File: src/rtl/ps2_keypad_decoder.sv
// ps2_keypad_decoder: turns a PS/2 set-2 scan-code level stream into keypad
// press/release/unknown strobes, a 4-bit key value and a held-key flag.
// Optional: define PS2_EXT_PREFIX_EN to decode the E0-prefixed keypad keys
// (KP Enter -> 14, KP / -> 15). Without it, E0 is reported as an unknown make.
module ps2_keypad_decoder #(
    parameter int TIMEOUT_CYCLES = 16,
    parameter int CNT_W          = 8
) (
    input  logic       ck,
    input  logic       reset,
    input  logic [7:0] ps2_key_code,
    output logic       key_press,
    output logic       key_release,
    output logic [3:0] key_value,
    output logic       key_held,
    output logic       key_unknown
);

    localparam logic [7:0]       CODE_IDLE  = 8'h00;
    localparam logic [7:0]       CODE_BREAK = 8'hF0;
    localparam logic [CNT_W-1:0] CNT_LAST   = CNT_W'(TIMEOUT_CYCLES - 1);

`ifdef PS2_EXT_PREFIX_EN
    localparam logic [7:0] CODE_EXT = 8'hE0;
    typedef enum logic [1:0] {IDLE, BREAK, EXT, EXT_BREAK} state_t;
`else
    typedef enum logic [0:0] {IDLE, BREAK} state_t;
`endif

    state_t           state_q, state_d;
    logic [CNT_W-1:0] cnt_q, cnt_d;
    logic [7:0]       prev_code;
    logic             accept;
    logic [4:0]       kp;
    logic             press_d, release_d, unknown_d, held_d;
    logic [3:0]       value_d;

    // Set-2 keypad table: {hit, value}; hit=0 means the code is not a keypad key.
    function automatic logic [4:0] keypad_map(input logic [7:0] code);
        case (code)
            8'h70:   keypad_map = {1'b1, 4'd0};
            8'h69:   keypad_map = {1'b1, 4'd1};
            8'h72:   keypad_map = {1'b1, 4'd2};
            8'h7A:   keypad_map = {1'b1, 4'd3};
            8'h6B:   keypad_map = {1'b1, 4'd4};
            8'h73:   keypad_map = {1'b1, 4'd5};
            8'h74:   keypad_map = {1'b1, 4'd6};
            8'h6C:   keypad_map = {1'b1, 4'd7};
            8'h75:   keypad_map = {1'b1, 4'd8};
            8'h7D:   keypad_map = {1'b1, 4'd9};
            8'h79:   keypad_map = {1'b1, 4'd10};
            8'h7B:   keypad_map = {1'b1, 4'd11};
            8'h7C:   keypad_map = {1'b1, 4'd12};
            8'h71:   keypad_map = {1'b1, 4'd13};
            default: keypad_map = 5'd0;
        endcase
    endfunction

`ifdef PS2_EXT_PREFIX_EN
    // E0-prefixed keypad keys: {hit, value}.
    function automatic logic [4:0] ext_map(input logic [7:0] code);
        case (code)
            8'h5A:   ext_map = {1'b1, 4'd14};
            8'h4A:   ext_map = {1'b1, 4'd15};
            default: ext_map = 5'd0;
        endcase
    endfunction
`endif

    // A byte counts once: it must differ from last cycle's level and not be idle.
    assign accept = (ps2_key_code != prev_code) && (ps2_key_code != CODE_IDLE);
    assign kp     = keypad_map(ps2_key_code);

    // Register the FSM, timeout counter, previous code and decoded outputs.
    always_ff @(posedge ck) begin
        if (reset) begin
            state_q     <= IDLE;
            cnt_q       <= '0;
            prev_code   <= CODE_IDLE;
            key_press   <= 1'b0;
            key_release <= 1'b0;
            key_unknown <= 1'b0;
            key_value   <= 4'd0;
            key_held    <= 1'b0;
        end else begin
            state_q     <= state_d;
            cnt_q       <= cnt_d;
            prev_code   <= ps2_key_code;
            key_press   <= press_d;
            key_release <= release_d;
            key_unknown <= unknown_d;
            key_value   <= value_d;
            key_held    <= held_d;
        end
    end

    // Next-state, timeout and strobe decode for the accepted byte.
    always_comb begin
        state_d   = state_q;
        cnt_d     = '0;
        press_d   = 1'b0;
        release_d = 1'b0;
        unknown_d = 1'b0;
        value_d   = key_value;
        held_d    = key_held;

        // A prefix state with no new byte ages toward abort; a new byte restarts it.
        if (state_q != IDLE && !accept) begin
            if (cnt_q == CNT_LAST) begin
                state_d = IDLE;
            end else begin
                cnt_d = cnt_q + CNT_W'(1);
            end
        end

        if (accept) begin
            case (state_q)
                IDLE: begin
                    if (ps2_key_code == CODE_BREAK) begin
                        state_d = BREAK;
`ifdef PS2_EXT_PREFIX_EN
                    end else if (ps2_key_code == CODE_EXT) begin
                        state_d = EXT;
`endif
                    end else if (kp[4]) begin
                        press_d = 1'b1;
                        value_d = kp[3:0];
                        held_d  = 1'b1;
                    end else begin
                        unknown_d = 1'b1;
                    end
                end
                BREAK: begin
                    if (ps2_key_code != CODE_BREAK) begin
                        state_d = IDLE;
                        if (kp[4]) begin
                            release_d = 1'b1;
                            value_d   = kp[3:0];
                            if (kp[3:0] == key_value) held_d = 1'b0;
                        end
                    end
                end
`ifdef PS2_EXT_PREFIX_EN
                EXT: begin
                    state_d = IDLE;
                    if (ps2_key_code == CODE_BREAK) begin
                        state_d = EXT_BREAK;
                    end else if (ext_map(ps2_key_code) != 5'd0) begin
                        press_d = 1'b1;
                        value_d = ext_map(ps2_key_code) & 5'h0F;
                        held_d  = 1'b1;
                    end
                end
                EXT_BREAK: begin
                    state_d = IDLE;
                    if (ext_map(ps2_key_code) != 5'd0) begin
                        release_d = 1'b1;
                        value_d   = ext_map(ps2_key_code) & 5'h0F;
                        if ((ext_map(ps2_key_code) & 5'h0F) == {1'b0, key_value}) held_d = 1'b0;
                    end
                end
`endif
                default: state_d = IDLE;
            endcase
        end
    end

endmodule

File: config.mk
export PLATFORM = sky130hd
export DESIGN_NAME = ps2_keypad_decoder
export DESIGN_NICKNAME = d
export VERILOG_FILES = /design/src/rtl/ps2_keypad_decoder.sv
export SDC_FILE = /design/constraint.sdc
export NUM_CORES = 1
export LEC_CHECK = 0
export ABC_AREA = 1
export BUFFER_PORTS_ARGS = -buffer_cell sky130_fd_sc_hd__buf_2
export CAP_MARGIN = 25
export CORE_ASPECT_RATIO = 1.25
export CORE_MARGIN = 2
export CORE_UTILIZATION = 45
export CTS_CLUSTER_SIZE = 8
export DETAILED_ROUTE_END_ITERATION = 12
export GPL_ROUTABILITY_DRIVEN = 1
export PLACE_DENSITY = 0.7
export SETUP_SLACK_MARGIN = 0.1
export SYNTH_ARGS = -nofsm -noshare
export SYNTH_HDL_FRONTEND = slang
export SYNTH_SLANG_ARGS = --single-unit
File: constraint.sdc
create_clock -name ck -period 2.8 [get_ports ck]
set_clock_uncertainty 0.05 [all_clocks]
set_input_delay 0.14 -clock ck [delete_from_list [all_inputs] [get_ports ck]]
set_output_delay 0.14 -clock ck [all_outputs]
set_load 0.1 [all_outputs]
**Word-level counts from Yosys, hierarchy flattened**

Index checks and enable logic that the tools add are counted.

- Flip-flop bits (word level): 25
- Input port bits: 10
- Output and inout port bits: 8
- Logic and storage cells: 65

- $add $sub $neg: 1
- Equal/unequal tests: 24
- Mux-type cells: 19
- Bitwise logic cells: 4
- Reductions and logical operators: 9

Operators with widths:

| kind | count |
|---|---|
| $eq A8 B7 Y1 const B | 14 |
| $pmux W5 S14 | 1 |
| $mux W1 | 12 |
| $mux W4 | 3 |
| $add A8 B1 Y8 const B | 1 |
| $eq A8 B4 Y1 const B | 1 |
| $eq A8 B8 Y1 const B | 1 |
| $ne A8 B8 Y1 | 1 |
| $ne A8 B8 Y1 const B | 1 |
| $pmux W4 S2 | 1 |
| $reduce_bool A8 Y1 | 1 |
| $reduce_or A4 Y1 | 2 |
| $ne A2 B1 Y1 const B | 3 |
| $reduce_and A6 Y1 | 1 |
| $eq A4 B4 Y1 | 1 |
| $ne A2 B2 Y1 const B | 2 |
| $not A1 Y1 | 4 |
| $pmux W1 S2 | 2 |
| $reduce_and A3 Y1 | 1 |
| $reduce_or A3 Y1 | 1 |
| $logic_and A1 B1 Y1 | 2 |
| $logic_not A1 Y1 | 1 |

**Depth between registers and ports, before layout**

Gate-level depths: netlist of the first run.

- Depth after elaboration: 8
- Gate-level depth with buffers: 13
- Mapped depth without buffers: 12

**Worst setup path before layout of the first run**

Ideal clock, no wire load.

- Path kind: register to register
- From: register key_value[1]
- To: register key_held
- Setup time: 0.112 ns
- Arrival: 1.376 ns
- Data required time: 2.638 ns
- Slack: 1.262 ns
- Cell stages (with the launch flop): 6
- Buffers on the path: 0
- Period minus slack after synthesis: 1.538 ns
- Cell sequence: dfxtp_1 -> nor2_1 -> nor2_1 -> nand3_1 -> nor2_1 -> nor2_1

- Cells in the longest elaborated chain, start to end: 3

Ends and longest elaborated chain:

| item | RTL line | source |
|---|---|---|
| start, declared | 14 | `output logic [3:0] key_value,` |
| start signal, assigned | 92 | `key_value <= value_d;` |
| $eq A4 B4 Y1 | 139 | `if (kp[3:0] == key_value) held_d = 1'b0;` |
| $ne A2 B1 Y1 (no line) | -- |  |
| $reduce_and A6 Y1 (no line) | -- |  |
| end signal, assigned | 93 | `key_held <= held_d;` |
| end, declared | 15 | `output logic key_held,` |

No other way between the ends.
A chain may end at the register's enable or synchronous reset.

**Final worst setup path of the first run**

- From: register cnt_q[0]
- To: register state_q

- Cells in the longest elaborated chain, start to end: 6
- Elaborated cells on any way between the ends: 7
- Classes of those cells: 1 x eq/ne; 6 x mux

Ends and longest elaborated chain:

| item | RTL line | source |
|---|---|---|
| start, declared | 31 | `logic [CNT_W-1:0] cnt_q, cnt_d;` |
| start signal, assigned | 87 | `cnt_q <= cnt_d;` |
| $eq A8 B4 Y1 (*) | 109 | `if (cnt_q == CNT_LAST) begin` |
| $mux W1 (*) | 109 |  |
| $mux W1 (*) | 108 | `if (state_q != IDLE && !accept) begin` |
| $mux W1 (on tied branches) | 134, 119 |  |
| $pmux W1 S2 | 117 | `case (state_q)` |
| $mux W1 (*) | 116 | `if (accept) begin` |
| end signal, assigned | 86 | `state_q <= state_d;` |
| end, declared | 30 | `state_t state_q, state_d;` |

Every way passes the cells marked *; elsewhere a longest branch is shown, timed or not.

==> results by group, run 1 <==
STA
  • Setup TNS: 0 ps
  • Hold Violations, Final: 0
  • Max Freq: 0.672 GHz
  • RSZ-0062 raised after global routing: no
  • Final setup vio count: 0
  • Final Max Tran Viols: 0
  • Slew HR: 67.9%
  • Final Cycle Share: 53.1%
  • Tmin final: 1490 ps
  • Hold slack: 109 ps
  • Slew @ Worst Pin: just under 500 ps

Routing
  • Final WL: 2810 µm
  • DR WL met3: 72 µm
  • Wirelength per Cell: 10.7 µm
  • Met1 Routed Length: 1290 µm
  • Drc violations: 0
  • Final ANT Viol Nets: 0
  • Drt first pass iters: 4
  • Initial drt markers: 24
  • Top sig layer: met4
  • Via density per instance: approximately 4.9
  • Routed met2 length: between 1000 and 1500 µm
  • Vias: 1289

Run status
  • Outcome: completed

Logic synthesis
  • Synth cell types: 32
  • Synth area leader: dfxtp_1
  • Yosys Warn Count: 0
  • Syn_area_per_cell: 7.07 µm²
  • Post-synth EDFFs: 0
  • Post-Syn Nets: 219
  • Post-synth top cells: nor2_1 (45), nand2_1 (44), dfxtp_1 (25), inv_1 (15), nand3_1 (12)
  • Post-Syn Instances: approximately 210
  • Cell area after synthesis: 0.00147 mm²
  • Ys flop type: dfxtp_1
  • Most frequent cell after synthesis: nor2_1
  • Seq/Total Area, Yosys: between 30% and 40%
  • FF+latch count, synth: 25
  • Fraction of registers with async set/reset: 0%
  • Synth top area cells: dfxtp_1 (34%), nor2_1 (11%), nand2_1 (11%)
  • Synth top area share: 34.0%

Power
  • P_sw: 206 µW
  • Sw Ratio: 29.3%
  • Clk pwr share: 30.1%
  • Combinational fraction of design power: 17.4%
  • Final Power: 706 µW
  • Peak supply drop: 238 µV
  • Flop pwr share: 52.5%
  • Pwr Density: 435 mW/mm²
  • Internal power: 499 µW
  • Total leakage power: 0.000755 µW

CTS
  • CTS Buffer Depth: 2
  • TritonCTS buffer count: 3
  • Hold_buf cts: 0
  • CTS root buf: clkbuf_8
  • Post-CTS Repair Setup Buffers: 0
  • PostCTS Resize Cnt: 0
  • # clock sinks: 25
  • H-tree depth: 1
  • Clk Latency, worst-skew pair: 270 ps
  • Reg clk slew, reported paths: 90 ps
  • CTS tree: yes

GRT
  • Global-route wire length before repair: 4650 µm
  • Antenna violations before repair: 0
  • Largest net degree at the start of global routing: 15
  • Global router's overall resource usage: between 15 and 20%
  • Vias in the first global route: 1208
  • GR Overflow Total: 0

Setup path
  • CP Data Arrival Time: 1590 ps
  • Worst r2r src: cnt_q[0]
  • R2r endpoint: state_q
  • Crit. End Element: flip-flop
  • R2R Setup Slk: between 1000 and 1500 ps
  • Crit Path Max Fanout: 9
  • Worst Setup Start Kind: flip-flop
  • Worst R2R Path Depth: 8
  • Setup CP Type: reg2reg
  • Critical Path RT: 2900 ps

Floorplanning
  • DIE WIDTH: 55.1 µm
  • Rows: 23
  • Core Area: 0.00317 mm²
  • DIE AREA: 0.00374 mm²
  • I/O pins: 18
  • Initial Utilization: 46.4%
  • Die height: 67.9 µm

Cells and area
  • Filler cells: 317
  • Share of layout cells above drive strength 1: 22.7%
  • Area of the multi-input gates: 862 µm²
  • Final instance area: between 0.0015 and 0.002 mm²
  • Area grow syn2layout: 10.3%
  • Reg area: 500 µm²
  • Fin cells: 262
  • Number of diodes: 0
  • Post-layout nets: 237

Worst hold path
  • Hold Crit Endpoint: prev_code[4]
  • Min-Delay Path Depth: 3
  • Launch point of the worst hold path: ps2_key_code[4]
  • Worst hold path class: in2reg

Place
  • Cell area after placement: between 0.0015 and 0.002 mm²
  • DP HPWL: 2250 µm
  • # placed instances: ~260
  • PortBufs: 17
  • Routability cong.: 0.881

Run
  • Max-cap violations: 0
[registers in the layout, indices dropped and copies added (netlist names)]
register,count
cnt_q,8
key_held,1
key_press,1
key_release,1
key_unknown,1
key_value,4
prev_code,8
state_q,1
[cells in the final DEF (no fill, tap or decap), drive strengths merged]
master | netlist | routed
nand3b | 1 | 1
ha | 1 | 1
nand3 | 17 | 17
clkinv | 0 | 1
clkbuf | 0 | 3
inv | 21 | 21
dfxtp | 25 | 25
nor2 | 51 | 51
o21ai | 4 | 4
buf | 4 | 17
and2 | 1 | 1
nor3 | 4 | 4
o31ai | 1 | 1
xor2 | 4 | 4
a21o | 1 | 1
nand2 | 54 | 54
xnor2 | 9 | 9
a21oi | 4 | 4
nand4 | 4 | 4
nor4 | 1 | 1
o22ai | 1 | 1
[power groups by stage]
stage               sequential [µW]  combinational (µW)  clock (µW)
CTS                             371                 123         218
global placement                379                 122           0
global route                    372                 135         233
floorplan                       409                68.0           0
detailed placement              379                 122           0
finish                          371                 123         212
[worst max-delay path by stage]
stage | from | to | slack, ps | depth (start not counted)
2_1_floorplan | key_value[1] | key_held | 1260 | 5
3_5_place_dp | cnt_q[0] | state_q | 1300 | 8
6_report | cnt_q[0] | state_q | 1310 | 8
5_1_grt | cnt_q[0] | state_q | 1160 | 8
4_1_cts | cnt_q[0] | state_q | 1290 | 8
3_3_place_gp | cnt_q[0] | state_q | 1320 | 8
[per-stage QoR]
stage	utilization [%]	setup WS, ps
after floorplan	-	1260
after global placement	49.8	1320
after global routing	51.2	1160
after CTS	51.2	1290
final	51.2	1310
after detailed placement	49.8	1300
[logic make-up (layout without fill, tap and decap cells)]
family,Yosys count,in the layout,synth area share [%]
buf+inv,25,42,7.32
flops,25,25,34.0
xor+xnor,13,13,7.74
compound gates,11,11,5.19
simple gates,133,133,44.9
fa+ha+maj,1,1,0.851
[layout make-up]
type	instances	share of cell area, %
Clock inverter	1	0.309
Clock buffer	3	2.55
Timing Repair Buffer	17	5.25
Sequential cell	25	30.9
Inverter	21	5.02
Multi-Input combinational cell	158	53.2
Tap cell	37	2.85
[critical path, stage by stage, from the launching register on]
cell	delay (ps)
dfxtp_1	360
ha_1	170
nand2_1	70
inv_1	80
nand2_1	80
nor4_1	160
nand2_1	100
nand4_2	200
o31ai_1	110
[layer usage]
layer	track usage, %	up-vias
met3	2.62	6
met1	20.2	580
met2	28.9	16
met4	7.93	0
met5	0	-
li1	-	687
(Power assumes the default switching activity.)
==> run 2: changes to the inputs <==
--- a/config.mk
+++ b/config.mk
@@ -5,7 +5,7 @@
 export SDC_FILE = /design/constraint.sdc
 export NUM_CORES = 1
 export LEC_CHECK = 0
-export ABC_AREA = 1
+export ABC_AREA = 0
 export BUFFER_PORTS_ARGS = -buffer_cell sky130_fd_sc_hd__buf_2
 export CAP_MARGIN = 25
 export CORE_ASPECT_RATIO = 1.25
@@ -14,7 +14,7 @@
 export CTS_CLUSTER_SIZE = 8
 export DETAILED_ROUTE_END_ITERATION = 12
 export GPL_ROUTABILITY_DRIVEN = 1
-export PLACE_DENSITY = 0.7
+export PLACE_DENSITY = 0.73
 export SETUP_SLACK_MARGIN = 0.1
 export SYNTH_ARGS = -nofsm -noshare
 export SYNTH_HDL_FRONTEND = slang
==> constraint.sdc (replaced) <==
create_clock -name ck -period 1.3 [get_ports ck]
set_clock_uncertainty 0.05 [all_clocks]
set_input_delay 0.065 -clock ck [delete_from_list [all_inputs] [get_ports ck]]
set_output_delay 0.065 -clock ck [all_outputs]
set_load 0.1 [all_outputs]
==> results by group, run 2 <==
Run status
  • Outcome: finished, violations left
  • Failing checks: negative setup slack

Setup path
  • R2R Setup Slk: -330 ps (-1640 ps)
  • CP Data Arrival Time: 1790 ps (+200 ps)
  • Crit Path Max Fanout: 5 (-4)
  • Critical-path top delay cell: dfxtp_1
  • Worst Setup Start Kind: flip-flop
  • Crit. End Element: flip-flop
  • Setup CP Type: reg2reg
  • Critical Path RT: 1470 ps (-1430 ps)
  • Critical-path cell list: xor2_1 -> nor4_2 -> buf_4 -> a2bb2oi_4 -> nand2_4 -> nor4_4 -> a311oi_2
  • Critical Path Max Stage Delay: 360 ps (about the same)

CTS
  • TritonCTS buffer count: 3 (unchanged)
  • CTS Buffer Depth: 2 (unchanged)
  • # clock sinks: 25 (unchanged)
  • Reg clk slew, reported paths: 140 ps (+50 ps)
  • Clk Latency, worst-skew pair: 330 ps (+60 ps)
  • CTS tree: yes
  • CTS root buf: clkbuf_4
  • H-tree depth: 1 (unchanged)

Cells and area
  • Share of layout cells above drive strength 1: 49.3% (+27 points)
  • Top flop regs: cnt_q (8), prev_code (8), key_value (4)
  • Final instance area: 0.00206 mm² (+27%)
  • Most common cell after layout, fill and taps aside: buf_4
  • Area grow syn2layout: 49.8%
  • Fin util: 70.7% (+19 points)
  • Most frequent cells in the layout: buf_4 (45), dfxtp_1 (18), nor2_1 (15)
  • Filler cells: 233 (-26%)
  • Number of diodes: 0 (unchanged)
  • Post-layout nets: 233 (-1.7%)

Power
  • Total leakage power: 0.000883 µW (+17%)
  • Final Power: 1520 µW (+120%)
  • Peak supply drop: 445 µV (+87%)
  • Pwr Density: 737 mW/mm² (+69%)

Floorplanning
  • Core Area: 0.00292 mm² (-7.8%)
  • Initial Utilization: 47.2% (+0.73 points)
  • I/O pins: 18 (unchanged)
  • Rows: 22 (-4.3%)
  • DIE AREA: 0.00352 mm² (-6.0%)
  • Die height: 65.8 µm (-3.1%)
  • DIE WIDTH: 53.5 µm (-3.0%)

GRT
  • Antenna violations before repair: 0 (unchanged)
  • Vias in the first global route: 1436 (+19%)
  • Global router's overall resource usage: 22.5% (+5.6 points)
  • Largest net degree at the start of global routing: 15 (unchanged)
  • GR Overflow Total: 0 (unchanged)
  • Global-route wire length before repair: 5840 µm (+26%)

Logic synthesis
  • Yosys Warn Count: 0 (unchanged)
  • Ys flop type: dfxtp_1
  • Syn_area_per_cell: 8.60 µm² (+22%)
  • Post-Syn Nets: 171 (-22%)
  • Fraction of registers with async set/reset: 0% (unchanged)
  • Most frequent cell after synthesis: dfxtp_1
  • Cell area after synthesis: 0.00138 mm² (-6.4%)
  • Synth top area cells: dfxtp_1 (36%), xor2_1 (6.4%), nor2_1 (5.7%)
  • Synth area leader: dfxtp_1
  • Synth top area share: 36.4% (+2.3 points)
  • Seq/Total Area, Yosys: 36.4% (+2.3 points)
  • Post-synth top cells: dfxtp_1 (25), nor2_1 (21), a21oi_1 (11), nand2_1 (10), xor2_1 (10)
  • Synth cell types: 46 (+44%)
  • FF+latch count, synth: 25 (unchanged)
  • Post-synth EDFFs: 0 (unchanged)
  • Post-Syn Instances: 160 (-23%)

STA
  • Tmin final: 1630 ps (+139 ps)
  • Final setup vio count: 17 (+17)
  • Final worst setup slack: -327 ps (-1640 ps)
  • Slew HR: 69.6% (+1.7 points)
  • Slew @ Worst Pin: 452 ps (-33.2 ps)
  • Final Cycle Share: 125% (+72 points)
  • Final Max Tran Viols: 0 (unchanged)
  • RSZ-0062 raised after global routing: yes
  • Setup TNS: -3940 ps (-3940 ps)
  • Max Freq: 0.615 GHz (-8.6%)
  • Hold Violations, Final: 0 (unchanged)

Place
  • Cell area after placement: 0.00178 mm² (+13%)
  • PortBufs: 17 (unchanged)
  • Routability cong.: 0.844 (-4.2%)
  • DP HPWL: 2630 µm (+17%)
  • Dpl ws: -396 ps (-1700 ps)

Routing
  • Initial drt markers: 26 (+8.3%)
  • Via density per instance: 5.29 (+7.5%)
  • Vias: 1359 (+5.4%)
  • Final WL: 3750 µm (+33%)
  • Drc violations: 0 (unchanged)
  • Wirelength per Cell: 14.6 µm (+36%)
  • Drt first pass iters: 4 (unchanged)
  • Final ANT Viol Nets: 0 (unchanged)

Run
  • Max-cap violations: 0 (unchanged)

Worst hold path
  • Worst hold path class: in2reg
run 2: report_power, final:
part	switching, µW	internal, µW
sequential	11.7	785
combinational	195	167
clock	245	116
run 2: kinds of logic after synthesis:
group,after synthesis,synth area share [%]
DFF,25,36.4
AOI/OAI and AO/OA,31,17.0
adders and majority gates,1,0.909
muxes,3,2.18
buffers and inverters,13,5.00
xor gates and xnor gates,15,9.55
and+or+nand+nor,72,29.0
run 2: area by class of cell:
cell class                      instances  area, µm²  area share (%)
Multi-Input combinational cell        123        985            47.8
Sequential cell                        25        512            24.8
Timing Repair Buffer                   63        470            22.8
Tap cell                               36       45.0            2.18
Clock buffer                            3       22.5            1.09
Inverter                                6       22.5            1.09
Clock inverter                          1       5.00           0.243
run 2: repair_timing:
action | 4_1_cts | 5_1_grt
resized for setup | 21 | 23
endpoints found under the hold margin | 8 | 0
buffers inserted | 3 | 4
hold buffers | 2 | 0
endpoints found under the setup margin | 22 | 22
cloned | 1 | 0
pin swaps | 7 | 9
run 2: path summary, 6_finish.rpt:
check / endpoint / cells after the start / startpoint
max: key_held / 7 / prev_code[2]
max reg2reg: key_held / 7 / prev_code[2]
min reg2reg: cnt_q[0] / 1 / cnt_q[0]
min: prev_code[5] / 3 / ps2_key_code[5]
run 2: worst max-delay path, delay by kind of cell, from the launching register on:
kind	cells	cell delay, ps
compound gates	2	290
xor+xnor	1	180
buf+inv	1	150
flops	1	360
simple gates	3	480
run 2: stage by stage:
| step | std cells | hold WS [ps] |
|---|---|---|
| after detailed placement | 243 | 299 |
| after CTS | 253 | 28.8 |
| after floorplan | 160 | 86.6 |
| final | 257 | 51.9 |
| after global placement | 243 | 294 |
| after global routing | 257 | 46.8 |
run 2: layer usage:
metal	track usage, %	part of all wire, %
met5	0	0
met4	13.5	3.1
met3	2.26	1.5
met2	42.9	57
met1	22.1	39
